===== src/rtl/tmr_test_pkg.sv =====
// Shared types and helpers for the TMR fault-injection test block.
// The injector FSM states and the counter saturation helper live here.
package tmr_test_pkg;

   typedef enum logic [1:0] {
      IDLE   = 2'd0,
      INJECT = 2'd1,
      DONE   = 2'd2
   } inj_state_e;

   // True when the low w bits of v are all ones (counter at its ceiling).
   function automatic logic at_max(input logic [31:0] v, input int w);
      return v == (32'hFFFF_FFFF >> (32 - w));
   endfunction

endpackage


===== src/rtl/tmr_sat_counter.sv =====
// Saturating event counter with synchronous clear; clear beats increment.
module tmr_sat_counter
   import tmr_test_pkg::*;
#(
   parameter int CNT_W = 16
) (
   input  logic             clk_i,
   input  logic             rst_i,
   input  logic             inc_i,
   input  logic             clr_i,
   output logic [CNT_W-1:0] cnt_o
);

   logic [CNT_W-1:0] cnt_q, cnt_d;

   always_comb begin
      cnt_d = cnt_q;
      if (clr_i)
         cnt_d = '0;
      else if (inc_i && !at_max(32'(cnt_q), CNT_W))
         cnt_d = cnt_q + CNT_W'(1);
   end

   always_ff @(posedge clk_i or posedge rst_i) begin
      if (rst_i)
         cnt_q <= '0;
      else
         cnt_q <= cnt_d;
   end

   assign cnt_o = cnt_q;

endmodule


===== src/rtl/tmr_fault_injector.sv =====
// Replicates source data onto an M*N voter bus, flips one bit of one replica on
// command for a set number of cycles, and scores whether the voter warned.
//
// state  | meaning
// IDLE   | clean replication, waiting for a legal injection request
// INJECT | one mask bit set, faulty replica on rep_o, sampling warn_i
// DONE   | one-cycle wrap-up, bumps detected or missed counter
module tmr_fault_injector
   import tmr_test_pkg::*;
#(
   parameter int M      = 3,
   parameter int N      = 4,
   parameter int HOLD_W = 8,
   parameter int CNT_W  = 16
) (
   input  logic                 clk_i,
   input  logic                 rst_i,
   input  logic [N-1:0]         data_i,
   output logic [M*N-1:0]       rep_o,
   input  logic                 inj_start_i,
   input  logic [$clog2(M)-1:0] inj_replica_i,
   input  logic [$clog2(N)-1:0] inj_bit_i,
   input  logic [HOLD_W-1:0]    inj_hold_i,
   output logic                 inj_busy_o,
   output logic                 inj_done_o,
   input  logic                 warn_i,
   input  logic [N-1:0]         voted_i,
   output logic                 mismatch_o,
   input  logic                 cnt_clr_i,
   output logic [CNT_W-1:0]     det_cnt_o,
   output logic [CNT_W-1:0]     miss_cnt_o
);

   localparam int MW = M * N;
   localparam logic [MW-1:0] ONE = MW'(1);

   inj_state_e        state_q, state_d;
   logic [HOLD_W-1:0] hold_q, hold_d;
   logic [MW-1:0]     mask_q, mask_d;
   logic              seen_q, seen_d;
   logic [MW-1:0]     rep_q;
   logic [N-1:0]      clean_q;
   logic              mismatch_q;

   always_comb begin
      state_d = state_q;
      hold_d  = hold_q;
      mask_d  = mask_q;
      seen_d  = seen_q;
      unique case (state_q)
         IDLE: begin
            if (inj_start_i && int'(inj_replica_i) < M && int'(inj_bit_i) < N) begin
               state_d = INJECT;
               hold_d  = (inj_hold_i == '0) ? HOLD_W'(1) : inj_hold_i;
               mask_d  = ONE << (int'(inj_replica_i) * N + int'(inj_bit_i));
               seen_d  = 1'b0;
            end
         end
         INJECT: begin
            seen_d = seen_q | warn_i;
            if (hold_q <= HOLD_W'(1)) begin
               mask_d  = '0;
               state_d = DONE;
            end else begin
               hold_d = hold_q - HOLD_W'(1);
            end
         end
         DONE:    state_d = IDLE;
         default: state_d = IDLE;
      endcase
   end

   // rep uses the next mask so the fault lands the cycle after acceptance.
   always_ff @(posedge clk_i or posedge rst_i) begin
      if (rst_i) begin
         state_q    <= IDLE;
         hold_q     <= '0;
         mask_q     <= '0;
         seen_q     <= 1'b0;
         rep_q      <= '0;
         clean_q    <= '0;
         mismatch_q <= 1'b0;
      end else begin
         state_q    <= state_d;
         hold_q     <= hold_d;
         mask_q     <= mask_d;
         seen_q     <= seen_d;
         rep_q      <= {M{data_i}} ^ mask_d;
         clean_q    <= data_i;
         mismatch_q <= (voted_i != clean_q);
      end
   end

   tmr_sat_counter #(.CNT_W(CNT_W)) u_det_cnt (
      .clk_i (clk_i),
      .rst_i (rst_i),
      .inc_i ((state_q == DONE) && seen_q),
      .clr_i (cnt_clr_i),
      .cnt_o (det_cnt_o)
   );

   tmr_sat_counter #(.CNT_W(CNT_W)) u_miss_cnt (
      .clk_i (clk_i),
      .rst_i (rst_i),
      .inc_i ((state_q == DONE) && !seen_q),
      .clr_i (cnt_clr_i),
      .cnt_o (miss_cnt_o)
   );

   assign rep_o      = rep_q;
   assign inj_busy_o = (state_q != IDLE);
   assign inj_done_o = (state_q == DONE);
   assign mismatch_o = mismatch_q;

endmodule


===== config.mk =====
export PLATFORM = sky130hd
export DESIGN_NAME = tmr_fault_injector
export DESIGN_NICKNAME = d
export VERILOG_FILES = /design/src/rtl/tmr_test_pkg.sv /design/src/rtl/tmr_sat_counter.sv /design/src/rtl/tmr_fault_injector.sv
export SDC_FILE = /design/constraint.sdc
export NUM_CORES = 1
export LEC_CHECK = 0
export BUFFER_PORTS_ARGS = -buffer_cell sky130_fd_sc_hd__buf_2
export CAP_MARGIN = 25
export CORE_MARGIN = 2
export CORE_UTILIZATION = 60
export DETAILED_ROUTE_END_ITERATION = 12
export GPL_TIMING_DRIVEN = 0
export PLACE_DENSITY = 0.95
export SYNTH_ARGS = -nofsm -noshare
export SYNTH_HDL_FRONTEND = slang
export SYNTH_SLANG_ARGS = --single-unit

===== constraint.sdc =====
create_clock -name clk_i -period 2.7 [get_ports clk_i]
set_input_delay 0 -clock clk_i [delete_from_list [all_inputs] [get_ports clk_i]]
set_output_delay 0 -clock clk_i [all_outputs]
set_load 0.02 [all_outputs]

==> impl_metrics.csv <==
group,metric,value,unit
final_layout,drive_gt1_frac,0.2463,
synth,synth_area,3806,um2
global_route,grt_first_pass_wirelength,15600,um
global_route,track_usage,0.2743,
clock_network,h-tree-depth,3,
critical_path,crit_fanout,10,
sta,fmaxAchievable,474.0,MHz
clock_network,clock-sinks,72,
synth,synthTopCellsByArea,"dfrtp_1 47%, a21oi_1 3.8%, xnor2_1 3.7%",
route,drc,0,
run,drv_cap,0,
die,die_w,83.65,um
placed_design,dp_hpwl,6010,um
route,wire_per_inst,16.54,um
clock_network,cts_root_buffer,"clkbuf_8",
critical_path,crit_arrival,2.37,ns
synth,synth_cell_type_count,60,
synth,synth-seq-cells,72,
synth,synth_nets,411,
clock_network,numCtsBuffers,9,
synth,synth_edf_count,0,
global_route,grt_pass1_vias,3373,
global_route,grt_max_degree,73,
synth,syn_area_per_cell,9.964,um2
sta,hold_viol,0,
clock_network,cts_buffer_depth,2,
critical_path,rr_startpoint,"hold_q[0]$_DFFE_PP0P_",
sta,worst_slew_pin_slew,0.8734,ns
sta,drv_slew,0,
clock_network,insertion_delay,0.35,ns
die,die_area,6996,um2
critical_path,worstSetupPathType,"flop to flop",
global_route,overflow,0,
final_layout,final_common_cell,"buf_2",
critical_path,endpoint_kind,"flop",
synth,synth_top_area_share,0.4734,
clock_network,clk_pin_slew,0.08,ns
synth,ys.flop_type,"dfrtp_1",
power_and_ir_drop,p_per_area,666.4,nW/um2
route,drt_iter0_markers,211,
synth,synth_cells,382,
route,vias,3446,
route,antenna_left,0,
die,start_util,0.6099,
placed_design,place_congestion,0.9148,
route,wl,9199,um
critical_path,startpoint,"hold_q[0]$_DFFE_PP0P_",
clock_network,ctsResizeCount,0,
sta,slew_headroom,0.4177,
worst_hold_path,hold_class,"input pin to flop",
final_layout,antenna_cells,0,
worst_hold_path,holdCritStartpoint,"inj_replica_i[0]",
final_layout,final_cell_mix,"73 x buf_2, 72 x dfrtp_1, 29 x a21oi_1, 22 x nor2_1",
power_and_ir_drop,total_power,3078,uW
synth,async_flop_share,1.000,
global_route,antenna_found_initial,0,
placed_design,io_buffer_count,68,
sta,finClkSkew,0.007639,ns
sta,finalSetupViolCount,0,
critical_path,worstPathRequired,2.96,ns
power_and_ir_drop,ir_worst_vdd,0.5515,mV
sta,period_share,0.7814,
sta,rsz0062_at_grt,"no",
route,firstDrtPassIters,4,
route,via_per_inst,6.198,
final_layout,syn_to_final_growth,21.37,%
critical_path,cp-start-kind,"flop",
synth,netlist.top_cell.by_area,"dfrtp_1",
die,boundaryPins,72,
sta,fin_setup_tns,0,ns
clock_network,cts_tree,"built",
outcome,status,"complete, no violations",
final_layout,fin_nets,503,
die,dieHeight,83.65,um
sta,min_period,2.110,ns
power_and_ir_drop,power_leakage,0.002142,uW
die,core-area,6241,um2
synth,ys_seq_area_frac,0.4734,
die,std_cell_rows,29,
synth,yosys_warnings,0,
==> cell usage after synthesis, types with 2 or more instances <==
cell / instances
buf_2: 5
nor4_1: 6
and3b_1: 2
and4_1: 3
inv_1: 21
and3_1: 7
nand2b_1: 8
nor2_1: 22
o21ai_0: 7
or3_1: 6
or3b_2: 2
o211ai_1: 3
buf_1: 2
xnor2_1: 16
a211oi_1: 2
ha_1: 4
mux2_2: 11
nor3b_1: 4
and2_1: 2
o31ai_1: 11
nand2_1: 15
a31oi_1: 12
nor3_1: 15
or4_1: 9
dfrtp_1: 72
nor4b_1: 3
mux2i_1: 3
nand3b_1: 3
o2bb2a_4: 2
nor3b_2: 2
nor2b_1: 12
nand3_1: 20
a21oi_1: 29
nand4_1: 8
clkbuf_1: 8
==> per-layer routing <==
metal / share of wire / vias up / GRT usage
met4: 0.028 / 0 / 0.1173
met5: 0 / - / 0
li1: - / 1583 / -
met3: 0.068 / 28 / 0.06034
met1: 0.40 / 1676 / 0.3366
met2: 0.50 / 159 / 0.4669
==> area by class of cell <==
cell class	count	area, um2
Clock buffer	9	123.9
Inverter	22	87.58
Timing Repair Buffer	81	470.5
Buffer	16	70.07
Tap cell	77	96.34
Sequential cell	72	1802
Multi-Input combinational cell	272	1849
Clock inverter	7	120.1
Fill cell	434	1622
==> kinds of logic (layout without fill, tap and decap cells) <==
logic type	after synthesis	count (layout)	synth area share
and+or+nand+nor	160	160	0.2541
AOI/OAI and AO/OA	78	78	0.1414
xor gates and xnor gates	16	16	0.03682
buffers and inverters	38	135	0.04077
DFF	72	72	0.4734
muxes	14	14	0.04043
adders and majority gates	4	4	0.01315
==> stage by stage <==
stage	instances	hold slack (ns)	utilization	worst slack [ns]	cell area, um2
5_1_grt	556	0.03220	0.7402	0.4398	4619
3_5_place_dp	527	0.1864	0.6802	0.6284	4245
3_3_place_gp	527	0.1814	0.6798	0.04844	4243
4_1_cts	556	0.007199	0.7402	0.6121	4619
2_1_floorplan	382	0.03143	-	0.7392	3806
6_report	556	0.01205	0.7402	0.5903	4619
==> power breakdown <==
part / internal [uW] / switching, uW
Sequential: 1190 / 106
Combinational: 334 / 406
Clock: 615 / 430
Total: 2140 / 942
==> final timing paths <==
path	end	slack (ns)	cells past startpoint
worst max register to register	rep_o[6]$_DFF_PP0_	0.59	7
worst min register to register	mask_q[4]$_DFF_PP0_	0.52	2
min in group asynchronous	u_det_cnt.cnt_o[5]$_DFFE_PP0P_	0.39	3
worst min-delay path	seen_q$_DFFE_PP0P_	0.01	3
worst max-delay path	rep_o[6]$_DFF_PP0_	0.59	7
max in group asynchronous	mismatch_o$_DFF_PP0_	1.76	3
==> state kept, by name, indices dropped and copies added, names as in the netlist <==
name,count
u_det_cnt.cnt_o,16
mask_q,12
mismatch_o,1
u_miss_cnt.cnt_o,16
state_q,2
seen_q,1
hold_q,8
rep_o,12
clean_q,4
==> worst max-delay path, cell delays in order, from the launching register on <==
cell and delay (ns):
dfrtp_1 0.43, inv_1 0.10, ha_1 0.27, nor2_1 0.12, nand4b_1 0.31, buf_2 0.28
a31oi_1 0.34, xnor2_1 0.19
==> repair_timing <==
action | CTS | global route
endpoints found under the hold margin | 95 | 0
setup buffers | 0 | 0
hold buffers | 13 | 0
setup endpoints to repair | 0 | 0
Note: power is estimated with default switching activity, not from simulation.
